File: src/rtl/dmem_arb_pkg.sv
// Shared definitions for the data-memory arbiter: state encoding and default limits.
package dmem_arb_pkg;

  // Each state names the owner of the previous cycle.
  typedef enum logic [1:0] {
    S_IDLE     = 2'd0,
    S_CPU      = 2'd1,
    S_DMA      = 2'd2,
    S_DMA_LOCK = 2'd3
  } arb_state_t;

  localparam int unsigned DEF_MAX_STREAK = 4;
  localparam int unsigned DEF_MAX_BURST  = 8;

endpackage

File: src/rtl/sat_counter.sv
// Saturating up-counter with synchronous clear; clear has priority over increment.
module sat_counter #(
  parameter int unsigned W   = 4,
  parameter int unsigned MAX = 4
) (
  input  logic         i_clk,
  input  logic         i_rst_n,
  input  logic         i_clr,
  input  logic         i_inc,
  output logic [W-1:0] o_cnt
);

  localparam logic [W-1:0] LIMIT = W'(MAX);

  logic [W-1:0] r_cnt;

  // Count up to LIMIT and hold there until cleared.
  always_ff @(posedge i_clk or negedge i_rst_n) begin
    if (!i_rst_n) begin
      r_cnt <= '0;
    end else if (i_clr) begin
      r_cnt <= '0;
    end else if (i_inc && (r_cnt != LIMIT)) begin
      r_cnt <= r_cnt + 1'b1;
    end
  end

  assign o_cnt = r_cnt;

endmodule

File: src/rtl/dmem_arbiter.sv
// Arbiter sharing the single-port data memory between the CPU load/store path
// and a DMA/program-loader requester, with starvation bounds in both directions.
module dmem_arbiter
  import dmem_arb_pkg::*;
#(
  parameter int unsigned WIDTH      = 32,
  parameter int unsigned MAX_STREAK = DEF_MAX_STREAK,
  parameter int unsigned MAX_BURST  = DEF_MAX_BURST,
  parameter int unsigned CNT_W      = 4
) (
  input  logic             i_clk,
  input  logic             i_rst_n,
  input  logic             i_cpu_re,
  input  logic             i_cpu_we,
  input  logic [WIDTH-1:0] i_cpu_addr,
  input  logic [WIDTH-1:0] i_cpu_wdata,
  output logic             o_cpu_gnt,
  output logic             o_cpu_stall,
  output logic [WIDTH-1:0] o_cpu_rdata,
  input  logic             i_dma_req,
  input  logic             i_dma_we,
  input  logic             i_dma_lock,
  input  logic [WIDTH-1:0] i_dma_addr,
  input  logic [WIDTH-1:0] i_dma_wdata,
  output logic             o_dma_gnt,
  output logic [WIDTH-1:0] o_dma_rdata,
  output logic [WIDTH-1:0] o_mem_addr,
  output logic [WIDTH-1:0] o_mem_wdata,
  output logic             o_mem_we,
  output logic             o_mem_re,
  input  logic [WIDTH-1:0] i_mem_rdata
);

  localparam logic [CNT_W-1:0] STREAK_LIM = CNT_W'(MAX_STREAK);
  localparam logic [CNT_W-1:0] BURST_LIM  = CNT_W'(MAX_BURST);

  arb_state_t       r_state;
  arb_state_t       w_state_nxt;
  logic             w_cpu_req;
  logic             w_dma_win;
  logic             w_cpu_win;
  logic             w_lock_exit;
  logic             w_streak_inc;
  logic             w_streak_clr;
  logic             w_burst_inc;
  logic             w_burst_clr;
  logic [CNT_W-1:0] w_streak;
  logic [CNT_W-1:0] w_burst;

  assign w_cpu_req = i_cpu_re | i_cpu_we;

  // Grant decision: DMA wins when the CPU is idle, the CPU streak is exhausted,
  // or a lock is running with burst budget left; otherwise the CPU wins.
  always_comb begin
    w_dma_win = 1'b0;
    w_cpu_win = 1'b0;
    if (i_dma_req && (!w_cpu_req || (w_streak == STREAK_LIM) ||
                      ((r_state == S_DMA_LOCK) && (w_burst < BURST_LIM)))) begin
      w_dma_win = 1'b1;
    end else if (w_cpu_req) begin
      w_cpu_win = 1'b1;
    end
  end

  // Next-state logic; lock exit is sampled at the edge and takes precedence.
  always_comb begin
    w_state_nxt = S_IDLE;
    w_lock_exit = (r_state == S_DMA_LOCK) && (!i_dma_req || !i_dma_lock);
    if (w_lock_exit) begin
      w_state_nxt = S_IDLE;
    end else if (w_dma_win) begin
      w_state_nxt = i_dma_lock ? S_DMA_LOCK : S_DMA;
    end else if (w_cpu_win) begin
      // A forced CPU slot inside a lock keeps the lock alive.
      w_state_nxt = (r_state == S_DMA_LOCK) ? S_DMA_LOCK : S_CPU;
    end
  end

  // State register.
  always_ff @(posedge i_clk or negedge i_rst_n) begin
    if (!i_rst_n) begin
      r_state <= S_IDLE;
    end else begin
      r_state <= w_state_nxt;
    end
  end

  // Counter control, derived from ungated grants so reset only gates the outputs.
  always_comb begin
    w_streak_inc = w_cpu_win & i_dma_req;
    w_streak_clr = w_dma_win | ~i_dma_req;
    w_burst_inc  = w_dma_win & ((r_state == S_DMA_LOCK) | i_dma_lock);
    w_burst_clr  = w_cpu_win | (w_state_nxt != S_DMA_LOCK);
  end

  sat_counter #(
    .W   (CNT_W),
    .MAX (MAX_STREAK)
  ) u_streak (
    .i_clk   (i_clk),
    .i_rst_n (i_rst_n),
    .i_clr   (w_streak_clr),
    .i_inc   (w_streak_inc),
    .o_cnt   (w_streak)
  );

  sat_counter #(
    .W   (CNT_W),
    .MAX (MAX_BURST)
  ) u_burst (
    .i_clk   (i_clk),
    .i_rst_n (i_rst_n),
    .i_clr   (w_burst_clr),
    .i_inc   (w_burst_inc),
    .o_cnt   (w_burst)
  );

  // Memory port mux and grant outputs; everything is held inactive during reset.
  always_comb begin
    o_cpu_gnt   = w_cpu_win & i_rst_n;
    o_dma_gnt   = w_dma_win & i_rst_n;
    o_mem_addr  = i_cpu_addr;
    o_mem_wdata = i_cpu_wdata;
    o_mem_we    = 1'b0;
    o_mem_re    = 1'b0;
    if (o_dma_gnt) begin
      o_mem_addr  = i_dma_addr;
      o_mem_wdata = i_dma_wdata;
      o_mem_we    = i_dma_we;
      o_mem_re    = ~i_dma_we;
    end else if (o_cpu_gnt) begin
      o_mem_we    = i_cpu_we;
      o_mem_re    = i_cpu_re & ~i_cpu_we;
    end
    o_cpu_stall = w_cpu_req & ~o_cpu_gnt & i_rst_n;
  end

  assign o_cpu_rdata = i_mem_rdata;
  assign o_dma_rdata = i_mem_rdata;

endmodule

File: config.mk
export PLATFORM = sky130hd
export DESIGN_NAME = dmem_arbiter
export DESIGN_NICKNAME = d
export VERILOG_FILES = /design/src/rtl/dmem_arb_pkg.sv /design/src/rtl/sat_counter.sv /design/src/rtl/dmem_arbiter.sv
export SDC_FILE = /design/constraint.sdc
export NUM_CORES = 1
export LEC_CHECK = 0
export BUFFER_PORTS_ARGS = -buffer_cell sky130_fd_sc_hd__buf_2
export CAP_MARGIN = 20
export CORE_AREA = 2 2 117 119
export DETAILED_ROUTE_END_ITERATION = 6
export DIE_AREA = 0 0 119 121
export MAX_ROUTING_LAYER = met4
export PLACE_DENSITY = 0.49
export SLEW_MARGIN = 20
export SYNTH_ARGS = -nofsm -noshare
export SYNTH_HDL_FRONTEND = slang
export SYNTH_SLANG_ARGS = --single-unit
File: constraint.sdc
create_clock -name i_clk -period 2.5 [get_ports i_clk]
set_input_delay 0.25 -clock i_clk [delete_from_list [all_inputs] [get_ports i_clk]]
set_output_delay 0.25 -clock i_clk [all_outputs]
set_load 0.005 [all_outputs]
# Yosys cells after proc, flatten, opt, wreduce, memory -nomap -nowiden
# Index checks and enable logic that the tools add are counted.
[word_totals]
ff_bits = 10
n_memories = 0
mem_bits_ro = 0
output_inout_bits = 133
ramBits = 0
latchBits = 0
[classes]
bitwise_logic = 15
muxes = 18
addsub = 2
n_lt_le_gt_ge = 1
n_div = 0
eq_ne = 5
n_reduce_logical = 13
shifts = 0
n_mul = 0
[ops]
columns = ["operator", "n"]
rows = [
  ["32-bit 2-to-1 mux", 2],
  ["4-bit 2-to-1 mux", 4],
  ["4-bit by 1-bit adder with 4-bit output, second input constant", 2],
  ["1-bit 2-to-1 mux", 8],
  ["2-bit 2-to-1 mux", 4],
  ["1-bit AND", 7],
  ["1-bit logical AND", 5],
  ["4-bit by 3-bit equality test with 1-bit output, second input constant", 1],
  ["4-bit < comparator, second input constant", 1],
  ["4-bit by 3-bit inequality test with 1-bit output, second input constant", 1],
  ["4-bit inequality test, second input constant", 1],
  ["1-bit NOT", 4],
  ["1-bit OR", 4],
  ["2-bit nonzero test", 2],
  ["1-bit logical NOT", 3],
  ["1-bit logical OR", 3],
  ["2-bit equality test, second input constant", 1],
  ["2-bit inequality test, second input constant", 1],
]

# Depth between registers and ports, before layout
# Gate-level depths: netlist (run 1).
[logic_depth]
word_depth = 12
depth_mapped = 7

# Cells and area by module
# Synthesis (run 1) repeated with hierarchy kept, for this count alone.
[hier_totals]
hier_cells = 213
area_unflattened_um2 = 2227.1
[modules_own_cells]
columns = ["module", "seq_area_each_um2", "n_inst", "cells_each", "area_per_inst_um2"]
rows = [
  ["dmem_arbiter", 50.0, 1, 166, 1759.2],
  ["sat_counter at u_streak", 100.1, 1, 24, 235.2],
  ["sat_counter at u_burst", 100.1, 1, 23, 232.7],
]

# Least setup slack after synthesis (run 1)
# OpenSTA, ideal clock, no wires.
[synth_timing]
path_type = "reg-to-output"
startpoint = "reg u_streak.r_cnt[0] (netlist: u_streak.o_cnt[0])"
endpoint = "out o_mem_addr[0]"
n_path_buf = 2
stages_incl_launch_ff = 8
arrival_ns = 1.734
required_ns = 2.250
setup_slack_ns = 0.516
path_cell_list = "dfrtp_1 > inv_1 > ha_1 > and3b_1 > o311a_1 > buf_6 > buf_6 > mux2_4"
[synth_between]
elab_chain_len = 7
[synth_rtl]
columns = ["item", "line", "source"]
rows = [
  ["start, declared", "sat_counter.sv:15", "logic [W-1:0] r_cnt;"],
  ["start signal, assigned", "sat_counter.sv:24", "r_cnt <= r_cnt + 1'b1;"],
  ["4-bit by 3-bit equality test with 1-bit output", "dmem_arbiter.sv:57", "if (i_dma_req && (!w_cpu_req || (w_streak == STREAK_LIM) ||"],
  ["1-bit logical OR (2 in a row)", "dmem_arbiter.sv:57", ""],
  ["1-bit logical AND", "dmem_arbiter.sv:57", ""],
  ["1-bit 2-to-1 mux", "dmem_arbiter.sv:57", ""],
  ["1-bit AND", "dmem_arbiter.sv:121", "o_dma_gnt = w_dma_win & i_rst_n;"],
  ["32-bit 2-to-1 mux", "dmem_arbiter.sv:126", "if (o_dma_gnt) begin"],
  ["end, declared", "dmem_arbiter.sv:27", "output logic [WIDTH-1:0] o_mem_addr,"],
]
# Every way passes these cells.

# Worst setup path in the final report (run 1)
[layout_timing]
startpoint = "reg u_streak.r_cnt[0] (netlist: u_streak.o_cnt[0])"
endpoint = "out o_mem_wdata[27]"
[layout_between]
elab_chain_len = 7
[layout_rtl]
columns = ["item", "line", "source"]
rows = [
  ["4-bit by 3-bit equality test with 1-bit output", "dmem_arbiter.sv:57", ""],
  ["1-bit logical OR (2 in a row)", "dmem_arbiter.sv:57", ""],
  ["1-bit logical AND", "dmem_arbiter.sv:57", ""],
  ["1-bit 2-to-1 mux", "dmem_arbiter.sv:57", ""],
  ["1-bit AND", "dmem_arbiter.sv:121", ""],
  ["32-bit 2-to-1 mux", "dmem_arbiter.sv:126", ""],
  ["end, declared", "dmem_arbiter.sv:28", "output logic [WIDTH-1:0] o_mem_wdata,"],
]
# Every way passes these cells.

==> reports/metrics.sh, run 1 <==
CRITICAL_PATH_REQUIRED_PS=2250
SYNTH_SEQ_CELLS=10
VIAS=2022
MAX_SLEW_HEADROOM_PCT=76.17
DIE_X_UM=119
FLOORPLAN.DIE.HEIGHT_UM=121
P_PER_AREA_nW_PER_UM2=298.2
FINALCRITICALPERIOD_PS=2423
CTS.HTREE.LEVELS=1
SYNTH_NETS=367
NUMBER_OF_GLOBAL_ROUTE_VIAS_BEFORE_REPAIR=2069
R2R_SETUP_SLACK_PS=890
WORST_EP_ARRIVAL_TIME_PS=2170
TOP_LEVEL_PORTS=300
WORST_R2R_STARTPOINT='u_streak.o_cnt[0]'
GRT_FIRST_PASS_WIRELENGTH_UM=12520
PLACEMENT.IO_BUFFERS=203
SYNTH_SEQ_AREA_SHARE_PCT=12.48
VIA_PER_INST=3.888
DRC=0
IRDROPWORSTVDD_mV=0.2713
PATH_CLK_SLEW_PS=40
FINALCRITPERIODSHARE_PCT=96.94
CRIT_PATH_START_KIND='flip-flop'
FIRST_PASS_ITERS=4
POSTPLACECELLAREA_SQ_UM=2788
SYNTH-EDFF-COUNT=0
RR_WORST_DEPTH=6
FILL_CELLS=1412
P_TOTAL_mW=0.8711
POWER.LEAKAGE_nW=1.573
REPORT.FINAL.SETUP_VIOL=0
COMBINATIONALPOWERSHARE_PCT=48.9
FINAL_CORE_UTIL_PCT=22.33
R2R_END='u_streak.o_cnt[1]'
LAYOUT.CELL_AREA.NON_FILLER_SQ_UM=2922
CRITPATHSLOWESTCELL='sky130_fd_sc_hd__o311a_4'
CTS_MAX_PATH_BUFFERS=2
NETLIST_AREA_SQ_UM=2006
HOLD_CLASS='primary input to flip-flop'
MIN_DELAY_PATH_DEPTH=3
FINCLKSKEW_PS=1.454
TIMING.HOLD.WORST_ENDPOINT='r_state[1]'
START_UTIL_PCT=15.33
FINAL.HOLD.WORST_SLACK_PS=352.2
DRV_CAP=0
CORE_REGION_AREA_SQ_UM=13090
LAYOUT-AREA-OVERHEAD-VS-SYNTH_PCT=45.66
GRT_START_MAX_NET_PINS=23
HOLD_VIOLATIONS=0
PATH_DELAY_FAMILY='compound AO/OA/AOI/OAI gates'
ROUTED_WIRE_LENGTH_PER_INSTANCE_UM=17.74
CTS_TREE='built'
YOSYS_WARNINGS=0
ENDPOINT_KIND='output port'
NUMCLOCKSINKS=10
POST-DP-HPWL_UM=8257
DRT_ITER0_MARKERS=34
CLOCKROOTBUFFER='sky130_fd_sc_hd__clkbuf_16'
P_SW_SHARE_PCT=27.65
LAYOUT-DRIVE-GT1-SHARE_PCT=82.85
HOLD_PATH_STARTPOINT='i_dma_req'
SHARE_SEQ_OF_TOTAL_POWER_PCT=20.0
FINAL_ANTENNA_NET_COUNT=0
SHARE_CLK_OF_TOTAL_POWER_PCT=31.1
CP.BUFFERS_INVERTERS=3
REPORT.FINAL.SLEW_VIOL_COUNT=0
RESULT_OF_THE_RUN='finished, final reports clean'
SYN_AVG_CELL_AREA_SQ_UM=10.23
PLACE.GP.CONGESTION=0.7133
WORSTSKEWPAIRLATENCY_PS=230
TRITONCTS.NUM_BUFFERS=3
CRIT_FANOUT=16
TIMING_WORST_SETUP_PATH_TYPE='flip-flop to output port'
INTERNAL_POWER_mW=0.6303
TIMING.FMAX_MHz=412.6
POWER_SWITCHING_mW=0.2408
GRT_USE_TOTAL_PCT=12.28
DIEAREA_SQ_UM=14400
NUMBER_OF_NETS_IN_THE_FINISHED_DESIGN=517
CRITICAL_PATH.CELL_CHAIN='inv_1 -> ha_1 -> and3b_1 -> o311a_4 -> buf_12 -> mux2_4 -> buf_2'
TIGHTEST_SLEW_PS=354.7
PLACEMENT_ROWS=42
SYNTH_TOP_FLOP_CELL='sky130_fd_sc_hd__dfrtp_1'
DELAY_OF_THE_SLOWEST_CELL_ON_THE_WORST_PATH_PS=450
SYNTH_CELLS=196
ASYNC_RESET_FF_SHARE_PCT=100.0
DIODES=0
GRT_OVERFLOW=0
GRT_ANTENNA_BEFORE_REPAIR=1
ROUTED_WL_UM=9226
SYNTH.DISTINCT_CELLS=31
[timing repair]
item                                    in CTS  in global routing
pin swaps                                    1                  1
hold buffers                                 1                  0
endpoints found under the setup margin      14                 45
hold endpoints to repair                    10                  0
setup buffers                                0                  5
resized for setup                            0                  3
[cells in the mapped netlist (all sizes together), types with 2 or more instances]
library cell	n	share of area, %
and3b	2	0.87
o211ai	2	0.75
mux2	64	43
nor3	4	1.0
xnor2	2	0.87
nand3	2	0.50
nor2	2	0.37
nand3b	3	1.1
inv	6	1.1
nand2b	2	0.62
ha	4	2.5
nand2	5	0.94
and3	4	1.2
buf	71	27
dfrtp	10	12
[final cells by class]
cell class | count | area (sq um) | share of cell area (%)
clock buffers | 3 | 75.07 | 2.570
flip-flops and latches | 10 | 250.2 | 8.565
repair buffers | 217 | 1160 | 39.70
well taps | 176 | 220.2 | 7.537
multi-input cells | 108 | 1194 | 40.86
inverters | 6 | 22.52 | 0.7709
[power by group through the flow]
stage	Clock (mW)	Combinational [mW]	Sequential [mW]
after global routing	0.292	0.466	0.176
after detailed placement	0	0.424	0.177
after floorplan	0	0.263	0.175
final	0.271	0.426	0.174
after CTS	0.276	0.429	0.175
after global placement	0	0.422	0.176
[cell families (layout without fill, tap and decap cells)]
logic type,Yosys count,count (layout),synth area share [%]
AND/OR/NAND/NOR,25,25,6.987
flip-flops,10,10,12.48
buffers and inverters,78,226,28.57
multiplexers,65,65,43.92
adder cells (fa/ha/maj),4,4,2.495
AO/OA/AOI/OAI,11,11,4.242
XOR/XNOR,3,3,1.310
[flip-flops by register name, summed over array words and instances (netlist names)]
name and flops:
r_state 2, u_streak.o_cnt 4, u_burst.o_cnt 4
[cells in the final DEF (no fill, tap or decap), types with 2 or more instances in the layout]
cell type	n
sky130_fd_sc_hd__clkbuf_16	3
sky130_fd_sc_hd__o211ai_1	2
sky130_fd_sc_hd__xnor2_1	2
sky130_fd_sc_hd__dfrtp_1	10
sky130_fd_sc_hd__nand2_1	5
sky130_fd_sc_hd__mux2_2	24
sky130_fd_sc_hd__ha_1	4
sky130_fd_sc_hd__and3b_1	2
sky130_fd_sc_hd__buf_4	8
sky130_fd_sc_hd__buf_12	2
sky130_fd_sc_hd__buf_6	3
sky130_fd_sc_hd__nand2b_1	2
sky130_fd_sc_hd__mux2_4	40
sky130_fd_sc_hd__inv_1	6
sky130_fd_sc_hd__nor3_1	4
sky130_fd_sc_hd__nand3_1	2
sky130_fd_sc_hd__nand3b_1	3
sky130_fd_sc_hd__nor2_1	2
sky130_fd_sc_hd__and3_1	4
sky130_fd_sc_hd__buf_2	203
[worst min-delay path, stage by stage]
cell and delay [ps]:
sky130_fd_sc_hd__buf_2 160, sky130_fd_sc_hd__o21ai_0 90, sky130_fd_sc_hd__a31oi_1 50
[per-layer routing]
metal | routed length [um] | track usage [%] | share of wire (%) | vias to the layer above
met1 | 4297 | 16.50 | 47 | 903
li1 | - | - | - | 919
met5 | 0 | - | 0 | -
met2 | 3832 | 17.74 | 42 | 195
met3 | 1061 | 5.169 | 12 | 5
met4 | 34 | 1.265 | 0.37 | 0
[per-stage QoR]
step                TNS, ps  setup slack (ps)  cells
finish                    0             76.58    520
global route         -1.407            -1.407    520
CTS                       0             10.89    515
detailed placement        0             187.6    511
global placement          0             217.7    511
floorplan                 0             516.1    196
[how the worst max path moves through the flow]
stage                                  from         endpoint  slack, ps  cells past startpoint
final                     u_streak.o_cnt[0]  o_mem_wdata[27]         80                      7
after global routing      u_streak.o_cnt[0]  o_mem_wdata[13]         -1                      7
after CTS                 u_streak.o_cnt[0]  o_mem_wdata[14]         10                      7
after detailed placement  u_streak.o_cnt[0]  o_mem_wdata[14]        190                      7
after global placement    u_streak.o_cnt[0]  o_mem_wdata[14]        220                      7
after floorplan           u_streak.o_cnt[0]    o_mem_addr[0]        520                      7
Note: power is estimated with default switching activity, not from simulation.
==> run 2: changes to the inputs <==
Clock period 2.5 ns to 2.3 ns, I/O delays scaled along.
==> reports/metrics.sh, run 2 (synthesis gave the netlist of run 1 again) <==
RESULT_OF_THE_RUN='finished, violations left'
VIOLATIONS='negative setup slack'
PATH_DELAY_FAMILY='buffers and inverters'
CTS.HTREE.LEVELS=1  # unchanged
ENDPOINT_KIND='output port'
VIA_PER_INST=3.920  # +0.81%
PLACEMENT_ROWS=42  # unchanged
FLOORPLAN.DIE.HEIGHT_UM=121  # unchanged
GRT_START_MAX_NET_PINS=15  # -35%
CLOCKROOTBUFFER='sky130_fd_sc_hd__clkbuf_16'
FINALCRITPERIODSHARE_PCT=104.3
FIN_TNS_SETUP_PS=-2239  # -2239 ps
GRT_OVERFLOW=0  # unchanged
TIGHTEST_SLEW_PS=353.1  # -1.619 ps
FINAL_CELL_COUNT_NO_FILL=526  # +1.2%
MAX_SLEW_HEADROOM_PCT=76.28  # +0.11 points
FINAL.HOLD.WORST_SLACK_PS=310.8  # -41.40 ps
DRT_ITER0_MARKERS=43  # +26%
WORST_R2R_STARTPOINT='u_streak.o_cnt[0]'
WORSTSKEWPAIRLATENCY_PS=240  # about the same
SETUP.WORST_PATH.START='u_streak.o_cnt[0]'
PATH_COMMON_CELL='sky130_fd_sc_hd__buf_6'
PLACE.GP.CONGESTION=0.7328  # +2.7%
DIEAREA_SQ_UM=14400  # unchanged
CRITPATHSLOWESTCELL='sky130_fd_sc_hd__o311a_4'
TRITONCTS.NUM_BUFFERS=3  # unchanged
FILL_CELLS=1393  # -1.3%
HOLD_PATH_STARTPOINT='i_dma_lock'
START_UTIL_PCT=15.33  # unchanged
FIRST_PASS_ITERS=4  # unchanged
DIODES=0  # unchanged
CP.BUFFERS_INVERTERS=4  # +1
POST-PLACE-WS_PS=99.96  # -87.61 ps
FINAL_ANTENNA_NET_COUNT=0  # unchanged
CRITICAL_PATH_REQUIRED_PS=2070  # -180 ps
P_PER_AREA_nW_PER_UM2=324.1  # +8.7%
REPORT.FINAL.SETUP_VIOL=32  # +32
REPORT.FINAL.SLEW_VIOL_COUNT=0  # unchanged
TIMING_WORST_SETUP_PATH_TYPE='flip-flop to output port'
LAYOUT-AREA-OVERHEAD-VS-SYNTH_PCT=62.57
HOLD_VIOLATIONS=0  # unchanged
IRDROPWORSTVDD_mV=0.2565  # -5.4%
SETUP_REPAIR_AFTER_GLOBAL_ROUTING_MISSED_ITS_MARGIN='yes'
DELAY_OF_THE_SLOWEST_CELL_ON_THE_WORST_PATH_PS=380  # -70 ps
FINALCRITICALPERIOD_PS=2398
CTS_MAX_PATH_BUFFERS=2  # unchanged
DRV_CAP=0  # unchanged
NUMCLOCKSINKS=10  # unchanged
LAYOUT_COMMON_CELLS='sky130_fd_sc_hd__buf_2, sky130_fd_sc_hd__mux2_4, sky130_fd_sc_hd__buf_6, sky130_fd_sc_hd__mux2_2'
CTS_TREE='built'
GRT_FIRST_PASS_WIRELENGTH_UM=12970  # +3.6%
POST-DP-HPWL_UM=8048  # -2.5%
TOP_LEVEL_PORTS=300  # unchanged
CRIT_PATH_START_KIND='flip-flop'
ROUTED_WL_UM=10080  # +9.3%
SETUP_WS_PS=-98.44  # -175.0 ps
LAYOUT_COMMONEST_CELL='sky130_fd_sc_hd__buf_2'
WORST_EP_ARRIVAL_TIME_PS=2170  # about the same
TIMING.FMAX_MHz=416.9
LAYOUT-DRIVE-GT1-SHARE_PCT=84.29  # +1.4 points
DIE_X_UM=119  # unchanged
CRIT_FANOUT=7  # -9
PATH_CLK_SLEW_PS=40  # about the same
DPL.CELL_COUNT=508  # -0.59%
NUMBER_OF_NETS_IN_THE_FINISHED_DESIGN=523  # +1.2%
GRT_ANTENNA_BEFORE_REPAIR=0  # -1
LAYOUT.CELL_AREA.NON_FILLER_SQ_UM=3261  # +12%
GRT_USE_TOTAL_PCT=12.97  # +0.69 points
CRITICAL_PATH.CELL_CHAIN='inv_2 -> ha_4 -> and3b_2 -> o311a_4 -> buf_6 -> buf_16 -> mux2_4 -> buf_6'
HOLD_CLASS='primary input to flip-flop'
POSTPLACECELLAREA_SQ_UM=2753  # -1.3%
PLACEMENT.IO_BUFFERS=203  # unchanged
DRC=0  # unchanged
VIAS=2062  # +2.0%
FINCLKSKEW_PS=2.436  # +0.9814 ps
ROUTED_WIRE_LENGTH_PER_INSTANCE_UM=19.17  # +8.0%
NUMBER_OF_GLOBAL_ROUTE_VIAS_BEFORE_REPAIR=2046  # -1.1%
CORE_REGION_AREA_SQ_UM=13090  # unchanged
POWER.LEAKAGE_nW=1.700  # +8.1%
## run 2: path summary, 6_finish.rpt
path,depth (start not counted),slack [ps],endpoint
min in group asynchronous,3,490,u_burst.o_cnt[2]
max reg2reg,7,590,u_streak.o_cnt[0]
max in group asynchronous,3,1660,u_streak.o_cnt[0]
min reg2reg,2,580,u_burst.o_cnt[2]
min,3,310,r_state[0]
max,8,-100,o_mem_wdata[14]
## run 2: cell type report
type	count	area, sq um	area share (%)
multi-input cells	108	1211	37.14
well taps	176	220.2	6.754
inverters	6	22.52	0.6907
repair buffers	223	1481	45.43
flip-flops and latches	10	250.2	7.675
clock buffers	3	75.07	2.302
## run 2: layer usage
layer / vias to the layer above / track usage (%) / routed length, um
li1: 929 / - / -
met1: 929 / 16.96 / 4591
met2: 196 / 19.22 / 4296
met3: 8 / 5.075 / 1129
met4: 0 / 2.158 / 64
met5: - / - / 0
## run 2: worst min-delay path, cell delays in order
cell,delay (ps)
sky130_fd_sc_hd__buf_2,80
sky130_fd_sc_hd__nand2_1,120
sky130_fd_sc_hd__nand2_1,80
## run 2: repair_timing
| item | 4_1_cts | 5_1_grt |
|---|---|---|
| hold endpoints to repair | 10 | 0 |
| resized for setup | 45 | 5 |
| hold buffers | 1 | 0 |
| pin swaps | 2 | 0 |
| gates cloned | 4 | 1 |
| buffers inserted | 7 | 4 |
| setup endpoints to repair | 64 | 64 |
## run 2: per-stage QoR
step	util [%]	power (mW)
after global routing	24.92	1.105
after floorplan	-	0.4765
after detailed placement	21.04	0.6421
final	24.92	1.057
after CTS	24.71	1.055
after global placement	21.04	0.6408
## run 2: where the power goes
group | total, mW | internal [mW] | switching [mW] | leakage, nW
Clock | 0.310 | 0.226 | 0.0845 | 0.0370
Combinational | 0.557 | 0.347 | 0.210 | 1.53
Sequential | 0.189 | 0.184 | 0.00527 | 0.134
Total | 1.06 | 0.757 | 0.300 | 1.70
==> run 3: changes to the inputs <==
Settings changed: SKIP_CTS_REPAIR_TIMING set to 1.
==> reports/metrics.sh, run 3 (synthesis gave the netlist of run 1 again) <==
RESULT_OF_THE_RUN='finished, violations left'
VIOLATIONS='negative setup slack'
TIMING.FMAX_MHz=426.4  # +2.3%
SHARE_CLK_OF_TOTAL_POWER_PCT=30.5  # +1.1 points
PLACE.GP.CONGESTION=0.7328  # unchanged
FIRST_PASS_ITERS=4  # unchanged
FINAL_CORE_UTIL_PCT=23.90  # -1.0 points
ROUTED_WIRE_LENGTH_PER_INSTANCE_UM=18.80  # -1.9%
P_TOTAL_mW=1.017  # -3.7%
GRTUSAGEMET3_PCT=5.075  # unchanged
POWER_SWITCHING_mW=0.2899  # -3.3%
TIGHTEST_SLEW_PS=353.6  # +0.5041 ps
GRT_FIRST_PASS_WIRELENGTH_UM=11870  # -8.4%
TRITONCTS.NUM_BUFFERS=3  # unchanged
GRT_MOST_USED_LAYER='met2'
CRITICAL_PATH.CELL_CHAIN='inv_2 -> ha_4 -> and3b_2 -> o311a_4 -> buf_6 -> mux2_4 -> buf_2'
GRT_ANTENNA_BEFORE_REPAIR=0  # unchanged
P_PER_AREA_nW_PER_UM2=325.3  # +0.38%
CRIT_PATH_START_KIND='flip-flop'
REPORT.FINAL.SETUP_VIOL=52  # +63%
IRDROPWORSTVDD_mV=0.2569  # +0.15%
TOP_LEVEL_PORTS=300  # unchanged
NUMBER_OF_GLOBAL_ROUTE_VIAS_BEFORE_REPAIR=1915  # -6.4%
ROUTED_WL_UM=9737  # -3.4%
ENDPOINT_KIND='output port'
LAYOUT_COMMONEST_CELL='sky130_fd_sc_hd__buf_2'
START_UTIL_PCT=15.33  # unchanged
POST-DP-HPWL_UM=8048  # unchanged
FLOORPLAN.DIE.HEIGHT_UM=121  # unchanged
CRITPATHSLOWESTCELL='sky130_fd_sc_hd__o311a_4'
TIMING_WORST_SETUP_PATH_TYPE='flip-flop to output port'
LAYOUT-DRIVE-GT1-SHARE_PCT=83.92  # -0.37 points
CRIT_FANOUT=12  # +5
PATH_CLK_SLEW_PS=40  # about the same
DRC=0  # unchanged
POWER.LEAKAGE_nW=1.632  # -3.9%
LAYOUT_COMMON_CELLS='sky130_fd_sc_hd__buf_2, sky130_fd_sc_hd__mux2_4, sky130_fd_sc_hd__buf_6, sky130_fd_sc_hd__mux2_2, sky130_fd_sc_hd__dfrtp_1'
INTERNAL_POWER_mW=0.7273  # -3.9%
VIA_PER_INST=3.849  # -1.8%
P_SW_SHARE_PCT=28.50  # +0.14 points
DRT_ITER0_MARKERS=24  # -44%
FILL_CELLS=1405  # +0.86%
GRT_START_MAX_NET_PINS=55  # +40
SETUP_WS_PS=-45.08  # +53.37 ps
HOLD_VIOLATIONS=0  # unchanged
CTS_TREE='built'
DRV_CAP=0  # unchanged
FINALCRITICALPERIOD_PS=2345  # -53.37 ps
WORST_EP_ARRIVAL_TIME_PS=2120  # -50 ps
WORSTSKEWPAIRLATENCY_PS=240  # about the same
FINCLKSKEW_PS=3.715  # +1.280 ps
DIE_X_UM=119  # unchanged
GRT_USE_TOTAL_PCT=11.74  # -1.2 points
HOLD_CLASS='primary input to flip-flop'
CRITICAL_PATH_REQUIRED_PS=2070  # about the same
VIAS=1994  # -3.3%
COMBINATIONALPOWERSHARE_PCT=50.8  # -1.9 points
NUMCLOCKSINKS=10  # unchanged
REPORT.FINAL.SLEW_VIOL_COUNT=0  # unchanged
NUMBER_OF_NETS_IN_THE_FINISHED_DESIGN=515  # -1.5%
CORE_REGION_AREA_SQ_UM=13090  # unchanged
CTS_MAX_PATH_BUFFERS=2  # unchanged
CTS.HTREE.LEVELS=1  # unchanged
LAYOUT-AREA-OVERHEAD-VS-SYNTH_PCT=55.90
FINAL_ANTENNA_NET_COUNT=0  # unchanged
SHARE_SEQ_OF_TOTAL_POWER_PCT=18.7  # +0.8 points
DELAY_OF_THE_SLOWEST_CELL_ON_THE_WORST_PATH_PS=410  # +30 ps
SETUP_REPAIR_AFTER_GLOBAL_ROUTING_MISSED_ITS_MARGIN='yes'
PLACEMENT.IO_BUFFERS=203  # unchanged
GRT_OVERFLOW=0  # unchanged
GRT.MET1_USAGE_PCT=15.44  # -1.5 points
MAX_SLEW_HEADROOM_PCT=76.25  # about the same
FIN_TNS_SETUP_PS=-1198  # +1041 ps
DIEAREA_SQ_UM=14400  # unchanged
CLOCKROOTBUFFER='sky130_fd_sc_hd__clkbuf_16'
FINALCRITPERIODSHARE_PCT=102.0  # -2.3 points
GR-USAGE-MET2_PCT=16.81  # -2.4 points
FINAL.HOLD.WORST_SLACK_PS=311.1  # +0.2390 ps
DIODES=0  # unchanged
PLACEMENT_ROWS=42  # unchanged
POST-PLACE-WS_PS=99.96  # unchanged
-- run 3: cell types whose count changed in the layout (fill, tap and decap cells not counted), sizes merged --
cell    before  now
buf        221  211
clkbuf       4    6
-- run 3: layer usage --
layer / vias to the layer above / share of wire (%) / wire length (um)
met1: 884 / 46 / 4434
li1: 912 / - / -
met2: 191 / 42 / 4062
met5: - / 0 / 0
met3: 7 / 12 / 1172
met4: 0 / 0.70 / 68
-- run 3: worst max-delay path: cells and delay by family, from the launching register on --
family / cells / cell delay [ps]
buf+inv: 3 / 400
simple gates: 1 / 200
flops: 1 / 380
mux: 1 / 330
fa+ha+maj: 1 / 150
compound gates: 1 / 410
-- run 3: final timing paths --
check	from	to	slack, ps	cells past startpoint
max	u_streak.o_cnt[0]	o_mem_wdata[24]	-50	7
min	i_dma_lock	r_state[0]	310	3
max reg2reg	u_streak.o_cnt[0]	u_streak.o_cnt[0]	580	7
min reg2reg	u_burst.o_cnt[2]	u_burst.o_cnt[2]	580	2
max in group asynchronous	i_rst_n	u_streak.o_cnt[0]	1660	3
min in group asynchronous	i_rst_n	u_burst.o_cnt[2]	490	3
-- run 3: area by class of cell --
class | instances | area [sq um] | share of cell area [%]
repair buffers | 215 | 1351 | 43.22
inverters | 6 | 22.52 | 0.7203
flip-flops and latches | 10 | 250.2 | 8.003
well taps | 176 | 220.2 | 7.043
multi-input cells | 108 | 1207 | 38.62
clock buffers | 3 | 75.07 | 2.401
-- run 3: metrics by stage --
step	instances	instance area (sq um)
final	518	3127
after global routing	518	3127
after CTS	511	2828
after detailed placement	508	2753
after global placement	508	2753
after floorplan	196	2006
-- run 3: power by group through the flow --
stage / Combinational (mW) / Clock [mW] / Sequential (mW)
floorplan: 0.286 / 0 / 0.190
global route: 0.557 / 0.317 / 0.191
CTS: 0.455 / 0.315 / 0.189
global placement: 0.450 / 0 / 0.191
finish: 0.517 / 0.310 / 0.190
detailed placement: 0.451 / 0 / 0.192
